## src/rtl/cic_comb_scheduler.sv

```systemverilog
// Time-multiplexed CIC comb chain with decimation control: every R-th input sample
// is pushed through N comb stages via one shared subtractor, one stage per clock.
module cic_comb_scheduler #(
    parameter int N         = 4,
    parameter int M         = 1,
    parameter int R         = 8,
    parameter int DataWidth = 18
) (
    input  logic                 Clk_i,
    input  logic                 Rst_i,
    input  logic                 Clear_i,
    input  logic [DataWidth-1:0] Data_i,
    input  logic                 DataNd_i,
    output logic [DataWidth-1:0] Data_o,
    output logic                 DataValid_o,
    output logic                 Busy_o,
    output logic                 Overrun_o
);

    localparam int CW = (R > 1) ? $clog2(R) : 1;
    localparam int SW = (N > 1) ? $clog2(N) : 1;

    typedef enum logic {IDLE, RUN} state_t;

    state_t                              state_q, state_d;
    logic [SW-1:0]                       stg_q, stg_d;
    logic [CW-1:0]                       dec_q, dec_d;
    logic [DataWidth-1:0]                acc_q, acc_d;
    logic [DataWidth-1:0]                data_q, data_d;
    logic [N-1:0][M-1:0][DataWidth-1:0]  hist_q, hist_d;
    logic                                valid_q, valid_d;
    logic                                ovr_q, ovr_d;
    logic                                capture;
    logic [DataWidth-1:0]                diff;

    always_comb begin
        state_d = state_q;
        stg_d   = stg_q;
        dec_d   = dec_q;
        acc_d   = acc_q;
        data_d  = data_q;
        hist_d  = hist_q;
        valid_d = 1'b0;
        ovr_d   = 1'b0;
        capture = DataNd_i && (dec_q == CW'(R - 1));
        // Plain modulo-2^DataWidth subtract; the CIC relies on the wrap.
        diff    = acc_q - hist_q[stg_q][M-1];

        if (Clear_i) begin
            state_d = IDLE;
            stg_d   = '0;
            dec_d   = '0;
            acc_d   = '0;
            hist_d  = '0;
        end else begin
            if (DataNd_i)
                dec_d = capture ? '0 : dec_q + CW'(1);
            case (state_q)
                IDLE: begin
                    if (capture) begin
                        acc_d   = Data_i;
                        stg_d   = '0;
                        state_d = RUN;
                    end
                end
                RUN: begin
                    // Only the active stage's delay line shifts; it takes the stage input.
                    for (int k = 1; k < M; k++)
                        hist_d[stg_q][k] = hist_q[stg_q][k-1];
                    hist_d[stg_q][0] = acc_q;
                    acc_d = diff;
                    ovr_d = capture;
                    if (stg_q == SW'(N - 1)) begin
                        data_d  = diff;
                        valid_d = 1'b1;
                        stg_d   = '0;
                        state_d = IDLE;
                    end else begin
                        stg_d = stg_q + SW'(1);
                    end
                end
                default: state_d = IDLE;
            endcase
        end
    end

    always_ff @(posedge Clk_i or negedge Rst_i) begin
        if (!Rst_i) begin
            state_q <= IDLE;
            stg_q   <= '0;
            dec_q   <= '0;
            acc_q   <= '0;
            data_q  <= '0;
            hist_q  <= '0;
            valid_q <= 1'b0;
            ovr_q   <= 1'b0;
        end else begin
            state_q <= state_d;
            stg_q   <= stg_d;
            dec_q   <= dec_d;
            acc_q   <= acc_d;
            data_q  <= data_d;
            hist_q  <= hist_d;
            valid_q <= valid_d;
            ovr_q   <= ovr_d;
        end
    end

    assign Data_o      = data_q;
    assign DataValid_o = valid_q;
    assign Busy_o      = (state_q == RUN);
    assign Overrun_o   = ovr_q;

endmodule
```

## config.mk

```make
export PLATFORM = sky130hd
export DESIGN_NAME = cic_comb_scheduler
export DESIGN_NICKNAME = d
export VERILOG_FILES = /design/src/rtl/cic_comb_scheduler.sv
export SDC_FILE = /design/constraint.sdc
export NUM_CORES = 1
export LEC_CHECK = 0
export CAP_MARGIN = 20
export CORE_MARGIN = 5
export CORE_UTILIZATION = 48
export CTS_CLUSTER_SIZE = 40
export DETAILED_ROUTE_END_ITERATION = 10
export PLACE_DENSITY = 0.67
export SLEW_MARGIN = 0
export SYNTH_ARGS = -nofsm -noshare
export SYNTH_HDL_FRONTEND = slang
export SYNTH_SLANG_ARGS = --single-unit
export TNS_END_PERCENT = 50
```

## constraint.sdc

```tcl
create_clock -name Clk_i -period 3.8 [get_ports Clk_i]
set_input_delay 0.57 -clock Clk_i [delete_from_list [all_inputs] [get_ports Clk_i]]
set_output_delay 0.57 -clock Clk_i [all_outputs]
set_load 0.1 [all_outputs]
```

Word-level counts from Yosys, hierarchy flattened
Index checks and enable logic that the tools add are counted.
Storage, ports and cells
  flip-flop bits (word level): 116
  bits in latches: 0
  RAM bits: 0
  bits in read-only memories: 0
  bits of input ports: 22
  output and inout bits: 21
  memories: 0
Cells by class
  add/subtract/negate cells: 3
  multiply operators: 0
  div/mod/pow operators: 0
  $lt $le $gt $ge: 2
  eq/ne operators: 3
  shifts and indexed selects: 0
  mux-type cells: 26
  bitwise logic cells: 2
  reduce and logical (&&, ||, !) cells: 5
Operators with widths (number)
  $mux W72: 2
  $bwmux W72: 1
  $mux W18: 4
  $bmux W18 S2: 1
  $demux W18 S2: 1
  $pmux W18 S2: 1
  $sub A18 B18 Y18: 1
  $mux W3: 3
  $mux W1: 8
  $mux W2: 3
  $pmux W2 S2: 1
  $reduce_bool A2 Y1: 2
  $add A3 B1 Y3 const B: 1
  $eq A3 B3 Y1 const B: 1
  $lt A2 B3 Y1 const B: 1
  $ne A3 B3 Y1 const B: 1
  $reduce_and A3 Y1: 1
  $add A2 B1 Y2 const B: 1
  $eq A2 B2 Y1 const B: 1
  $ge A2 B1 Y1 const B: 1
  $logic_and A1 B1 Y1: 2
  $not A1 Y1: 2
  $pmux W1 S2: 1

Depth between registers and ports, before layout
Gate-level depths: netlist of the first run.
  depth in word-level cells: 7
  gate-level depth with buffers: 12
  gate-level depth less buffers: 10

Least setup slack after synthesis of the first run
OpenSTA, ideal clock, no wires.
  path type: register -> register
  start: register stg_q[1]
  end: register acc_q[16]
  library setup time: 0.101 ns
  arrival: 3.040 ns
  setup slack: 0.660 ns
  cell stages (with the launch flop): 13
  buffers on the path: 2
  clock period less this slack: 3.140 ns
  cells stage by stage: dfrtp_1 -> clkbuf_1 -> clkbuf_1 -> mux4_2 -> ha_1 -> inv_1 -> fa_1 -> a21o_1 -> a221oi_2 -> o21ai_2 -> a31o_1 -> and3_4 -> nor4_1
On the way
  word-level cells in the longest chain between the ends: 5
RTL lines
  start, declared: line 26  | logic [SW-1:0] stg_q, stg_d;
  start signal, assigned: line 99  | stg_q <= stg_d;
  $bmux W18 S2: line 47  | diff = acc_q - hist_q[stg_q][M-1];
  $mux W18 (not written as such): line 47
  $sub A18 B18 Y18: line 47
  $pmux W18 S2: line 58  | case (state_q)
  $mux W18: line 49  | if (Clear_i) begin
  end signal, assigned: line 92  | acc_q <= '0;
  end signal, assigned: line 101  | acc_q <= acc_d;
  end, declared: line 28  | logic [DataWidth-1:0] acc_q, acc_d;
Every way passes these cells. The select of a mux whose other input is x is not followed.
A chain may end at the register's enable or synchronous reset.

Worst setup path in the final report of the first run
Same ends and word-level chain as after synthesis.

==> results of run 1 <==
## metrics by stage
step	utilization [%]	area (µm²)	hold slack [ps]	setup WS (ps)	total power [µW]
finish	58.39	7368	280.3	648.4	3036
global placement	53.33	6730	460.0	823.8	1339
detailed placement	53.33	6730	474.8	735.0	1342
global route	58.39	7368	358.4	444.9	3130
CTS	58.39	7368	312.8	641.5	3054
floorplan	-	6182	274.4	659.7	1287
## critical path, delay by kind of cell (launching register included)
kind | cells | cell delay [ps]
AO/OA/AOI/OAI | 2 | 570
adder cells (fa/ha/maj) | 1 | 320
buffers and inverters | 2 | 400
flip-flops | 1 | 690
multiplexers | 1 | 340
AND/OR/NAND/NOR | 3 | 710
## kinds of logic after synthesis
family | after synthesis | share of synthesized area [%]
flip-flops | 116 | 46.95
AO/OA/AOI/OAI | 169 | 16.62
AND/OR/NAND/NOR | 252 | 17.53
XOR/XNOR | 15 | 2.246
buffers and inverters | 65 | 4.129
adder cells (fa/ha/maj) | 24 | 4.979
multiplexers | 24 | 7.549
## cells in the final DEF (no fill, tap or decap), types with 11 or more instances in the layout
cell type	Yosys	layout
a211oi_1	25	25
a21oi_1	90	90
and3_1	15	15
buf_4	0	12
clkbuf_16	0	17
clkdlybuf4s50_1	0	39
dfrtp_1	116	116
ha_1	23	23
inv_1	22	22
mux4_2	18	18
nand2_1	179	179
nand3_1	11	11
nor2_1	15	15
o21ai_0	23	23
## synthesized netlist by cell type, types with 2 or more instances
master and number:
nand2_1 179, dfrtp_1 116, a21oi_1 90, clkbuf_1 31, a211oi_1 25, ha_1 23, o21ai_0 23, inv_1 22
mux4_2 18, and3_1 15, nor2_1 15, nand3_1 11, xnor2_1 10, buf_1 8, nor3_1 7, a21o_1 6
mux2i_1 5, nand2b_1 5, and2_1 4, nand4_1 4, xor2_1 4, buf_2 3, nor2b_1 3, a311oi_1 2
a31oi_1 2, nand3b_1 2, nor3b_1 2, o211ai_1 2, o32a_1 2, or3_1 2
## final timing paths
| path | cells after the start | start | slack (ps) | end |
|---|---|---|---|---|
| max in group asynchronous | 2 | Rst_i | 2730 | hist_q[19]$_DFFE_PN0P_ |
| min in group Clk_i | 2 | Data_o[7]$_DFFE_PN0P_ | 480 | Data_o[7]$_DFFE_PN0P_ |
| min | 1 | Rst_i | 280 | Data_o[13]$_DFFE_PN0P_ |
| max | 9 | stg_q[1]$_DFFE_PN0P_ | 650 | acc_q[16]$_DFFE_PN0P_ |
| min reg2reg | 2 | Data_o[7]$_DFFE_PN0P_ | 480 | Data_o[7]$_DFFE_PN0P_ |
| max reg2reg | 9 | stg_q[1]$_DFFE_PN0P_ | 650 | acc_q[16]$_DFFE_PN0P_ |
## state kept, by name, indices dropped and copies added (netlist names)
register	cells
Busy_o	1
stg_q	2
dec_q	3
hist_q	72
Data_o	18
Overrun_o	1
DataValid_o	1
acc_q	18
## final cells by class
class                           count  share of cell area [%]
Clock inverter                      8                   1.987
Inverter                           22                   1.121
Timing Repair Buffer               53                   6.860
Sequential cell                   116                   39.40
Clock buffer                       24                   6.673
Multi-Input combinational cell    484                   41.04
Tap cell                          172                   2.921
## power by group through the flow
stage               Sequential (µW)  Clock [µW]  Combinational [µW]
detailed placement             1260           0                80.1
CTS                            1240        1730                80.8
finish                         1240        1720                78.8
global placement               1260           0                77.7
floorplan                      1260           0                25.2
global route                   1240        1800                88.5
## per-layer routing
layer  vias up  global-route usage, %
met1      2474                  29.46
met3        25                  4.666
li1       2383                      -
met2       157                  36.26
met4         0                  7.336
met5         -                      0
==> results.yml, run 1 <==
place:
  dp_cells: 847
  gp_congestion: 0.8562
  port_buffers: 42
  dpl.hpwl_um: 10570
detailed_routing:
  wl_met2_um: 7784
  drtIter0Drc: 359
  ant_nets: 0
  wl_met3_um: 878
  avgRoutedWirePerCell_um: 17.96
  vias: 5039
  maxUsedRoutingLayer: "met4"
  totalWireLength_um: 15780
  drc: 0
  avgViaCountPerCell: 5.733
  wl_met1_um: 6893
  first_pass_iters: 5
critical_path:
  crit_chain: "buf_4 -> mux4_2 -> inv_1 -> ha_1 -> and3_1 -> a311o_1 -> a31o_1 -> and3_4 -> nor4_1"
  path_class: "flop to flop"
  crit_fanout: 12
  cp_slowest_cell: "dfrtp_1"
  end_kind: "flop"
  worstPathRequired_ps: 4100
  crit_path_max_incr_delay_ps: 690
  start_kind: "flop"
  arrival_ps: 3450
clocking:
  post_cts_buffers: 0
  worstSkewPairLatency_ps: 410
  tritoncts: "done"
  path_clk_slew_ps: 60
  ctsResizeCount: 0
  cts_buffer_depth: 2
  hold_buffers: 0
  h-tree-depth: 4
  cts_sinks: 116
  cts_root_buffer: "clkbuf_16"
  cts_buffers: 17
power:
  vdd_drop_max_v: 0.0002895
  swShare_pct: 19.88
  power.density_nw_per_um2: 412.0
  internal-power_uw: 2432
  power_frac_seq_pct: 40.9
  power_frac_clock_pct: 56.5
  p_switching_uw: 603.3
  cellLeakagePower_uw: 0.003100
  p_comb_share_pct: 2.6
logic_synthesis:
  syn-num-nets: 711
  ys_warn_count: 0
  ys.flop_type: "dfrtp_1"
  syn_area_per_cell_um2: 9.297
  netlist_instances: 665
  synth_top_area_share_pct: 46.95
  synth_area_leaders: "dfrtp_1, nand2_1, a21oi_1, mux4_2, ha_1"
  ys_seq_elements: 116
  synth.largest_area_cell: "dfrtp_1"
  synth-seq-area-share_pct: 46.95
  synth_edf_count: 0
  syn_area_um2: 6182
  synth_cell_types: 54
  synthArstFlopShare_pct: 100.0
floorplanning:
  core-area_um2: 12620
  die_area_um2: 15250
  initial_utilization_pct: 48.99
  core.rowCount: 41
  pin_count: 43
  die_w_um: 123.5
  die_y_um: 123.5
timing:
  min_period_over_period_pct: 82.94
  finalCriticalPeriod_ps: 3152
  max_slew.worst_pin.slew_ps: 1010
  finalClockSkew_ps: 11.86
  tns_ps: 0
  finalHoldViolCount: 0
  setup-violations-final: 0
  rsz0062_at_grt: "no"
  max_clock_freq_ghz: 0.3173
  drv_slew: 0
  slew-limit-headroom_pct: 32.43
grt:
  grt_pass1_wl_um: 25930
  antenna_found_initial: 0
  grt_max_degree: 73
  grt_usage_pct: 22.15
  overflow: 0
  grt_pass1_vias: 4982
finish:
  multi_input_area_um2: 3024
  layout.cells.non_filler: 879
  areaGrowthSynthToFinish_pct: 19.19
  regArea_um2: 2903
  fill_cells: 1079
  insertedDiodeCount: 0
  layout-drive-gt1-share_pct: 10.18
  nets: 740
hold_path:
  hold_class: "primary input to asynchronous set/reset pin"
outcome:
  status: "finished, final reports clean"
run:
  maxCapViolations: 0
Note: power is estimated with default switching activity, not from simulation.
==> run 2, diff against run 1 <==
clock period = 3.1 ns   (was 3.8 ns; I/O delays follow)
==> run 2 against run 1 <==
Clock-buffer cell count down 5. Fmax up 8.0%. Critical path depth unchanged. Critical endpoint unchanged. Largest power group unchanged.
==> results.yml, run 2 (synthesized netlist as in run 1, its figures left out) <==
outcome:
  status: "finished, final reports clean"
grt:
  grt_max_degree: 72
  met3_usage_pct: 4.803
  antenna_found_initial: 0
  grt-busiest-layer: "met2"
  met2_usage_pct: 36.63
  grt_pass1_wl_um: 26300
  gr-usage-met1_pct: 30.16
  grt_usage_pct: 22.45
  overflow: 0
  grt_pass1_vias: 5109
place:
  dp_cells: 851
  dpl.hpwl_um: 10620
  gp_congestion: 0.8578
  port_buffers: 42
  place_ws_ps: 158.5
detailed_routing:
  ant_nets: 0
  drc: 0
  avgViaCountPerCell: 5.781
  totalWireLength_um: 15940
  avgRoutedWirePerCell_um: 18.03
  drtIter0Drc: 565
  first_pass_iters: 5
  vias: 5110
power:
  p_switching_uw: 767.1
  p_comb_share_pct: 2.8
  power.density_nw_per_um2: 476.5
  vdd_drop_max_v: 0.0003625
  swShare_pct: 21.94
  power_frac_seq_pct: 43.5
  power_frac_clock_pct: 53.7
  cellLeakagePower_uw: 0.003132
  internal-power_uw: 2730
clocking:
  cts_root_buffer: "clkbuf_16"
  path_clk_slew_ps: 60
  cts_sinks: 116
  tritoncts: "done"
  h-tree-depth: 4
  worstSkewPairLatency_ps: 420
  cts_buffers: 17
  hold_buffers: 0
  cts_buffer_depth: 2
timing:
  finalWorstSetupSlack_ps: 180.9
  holdWs_ps: 58.35
  max_clock_freq_ghz: 0.3426
  finalCriticalPeriod_ps: 2919
  finalClockSkew_ps: 15.65
  finalHoldViolCount: 0
  drv_slew: 0
  setup-violations-final: 0
  max_slew.worst_pin.slew_ps: 829.4
  slew-limit-headroom_pct: 44.71
  min_period_over_period_pct: 94.16
finish:
  final_common_cell: "nand2_1"
  layout_common_cells: "nand2_1, dfrtp_1, a21oi_1"
  layout.cells.non_filler: 884
  insertedDiodeCount: 0
  largest_reg_flops: 72
  nets: 745
  layout-drive-gt1-share_pct: 14.33
  top_register: "hist_q"
  areaGrowthSynthToFinish_pct: 18.70
floorplanning:
  pin_count: 43
  core.rowCount: 41
  die_w_um: 123.5
  die_area_um2: 15250
  die_y_um: 123.5
  core-area_um2: 12620
  initial_utilization_pct: 48.99
critical_path:
  arrival_ps: 3240
  rr_worst_depth: 9
  path_class: "flop to flop"
  crit_fanout: 10
  worstPathRequired_ps: 3420
  start_kind: "flop"
  end_kind: "flop"
hold_path:
  hold_class: "primary input to asynchronous set/reset pin"
run:
  maxCapViolations: 0
## run 2: cell types whose count changed in the layout (fill, tap and decap cells not counted), sizes merged
cell           delta
clkdlybuf4s50    -20
clkinv            +2
bufinv            -2
clkinvlp          +4
buf              +25
clkbuf            -5
inv               +1
## run 2: repair_timing
action	CTS	global route
setup endpoints to repair	0	6
setup buffers	0	1
resized for setup	0	5
## run 2: final cells by class
cell class                      count  area, µm²
Clock buffer                       19      432.9
Clock inverter                     13      135.1
Fill cell                        1099       5281
Inverter                           22      82.58
Multi-Input combinational cell    484       3050
Sequential cell                   116       2904
Tap cell                          172      215.2
Timing Repair Buffer               58      518.0
## run 2: metrics by stage
step	instance area, µm²	setup TNS (ps)	total power [µW]	utilization, %
floorplan	6183	0	1578	-
global placement	6735	0	1643	53.37
detailed placement	6735	0	1646	53.37
CTS	7303	0	3518	57.87
global route	7338	-10.27	3593	58.15
finish	7338	0	3497	58.15
## run 2: power groups by stage
stage / Combinational [µW] / Sequential, µW / Clock (µW)
5_1_grt: 110 / 1520 / 1960
3_5_place_dp: 99.1 / 1550 / 0
3_3_place_gp: 96.4 / 1550 / 0
6_report: 97.3 / 1520 / 1880
2_1_floorplan: 30.9 / 1550 / 0
4_1_cts: 99.2 / 1520 / 1900
## run 2: per-layer routing
layer	up-vias	part of all wire, %	wire (µm)
li1	2392	-	-
met1	2487	44	6979
met2	211	48	7684
met3	20	6.9	1092
met4	0	1.1	183
met5	-	0	0
## run 2: critical path: stages (launching register included)
cell     delay (ps)
dfrtp_1         380
buf_4           220
mux4_2          540
inv_1            80
ha_1            320
and3_1          270
a311o_1         370
a31o_1          230
and3_4          190
nor4_2          220
## run 2: final timing paths
kind                                   startpoint                      to  slack [ps]
min reg2reg                Data_o[16]$_DFFE_PN0P_  Data_o[16]$_DFFE_PN0P_         480
max reg2reg                  stg_q[0]$_DFFE_PN0P_   acc_q[16]$_DFFE_PN0P_         180
max                          stg_q[0]$_DFFE_PN0P_   acc_q[16]$_DFFE_PN0P_         180
min in group Clk_i         Data_o[16]$_DFFE_PN0P_  Data_o[16]$_DFFE_PN0P_         480
min                                         Rst_i  Data_o[17]$_DFFE_PN0P_          60
max in group asynchronous                   Rst_i    stg_q[1]$_DFFE_PN0P_        2230
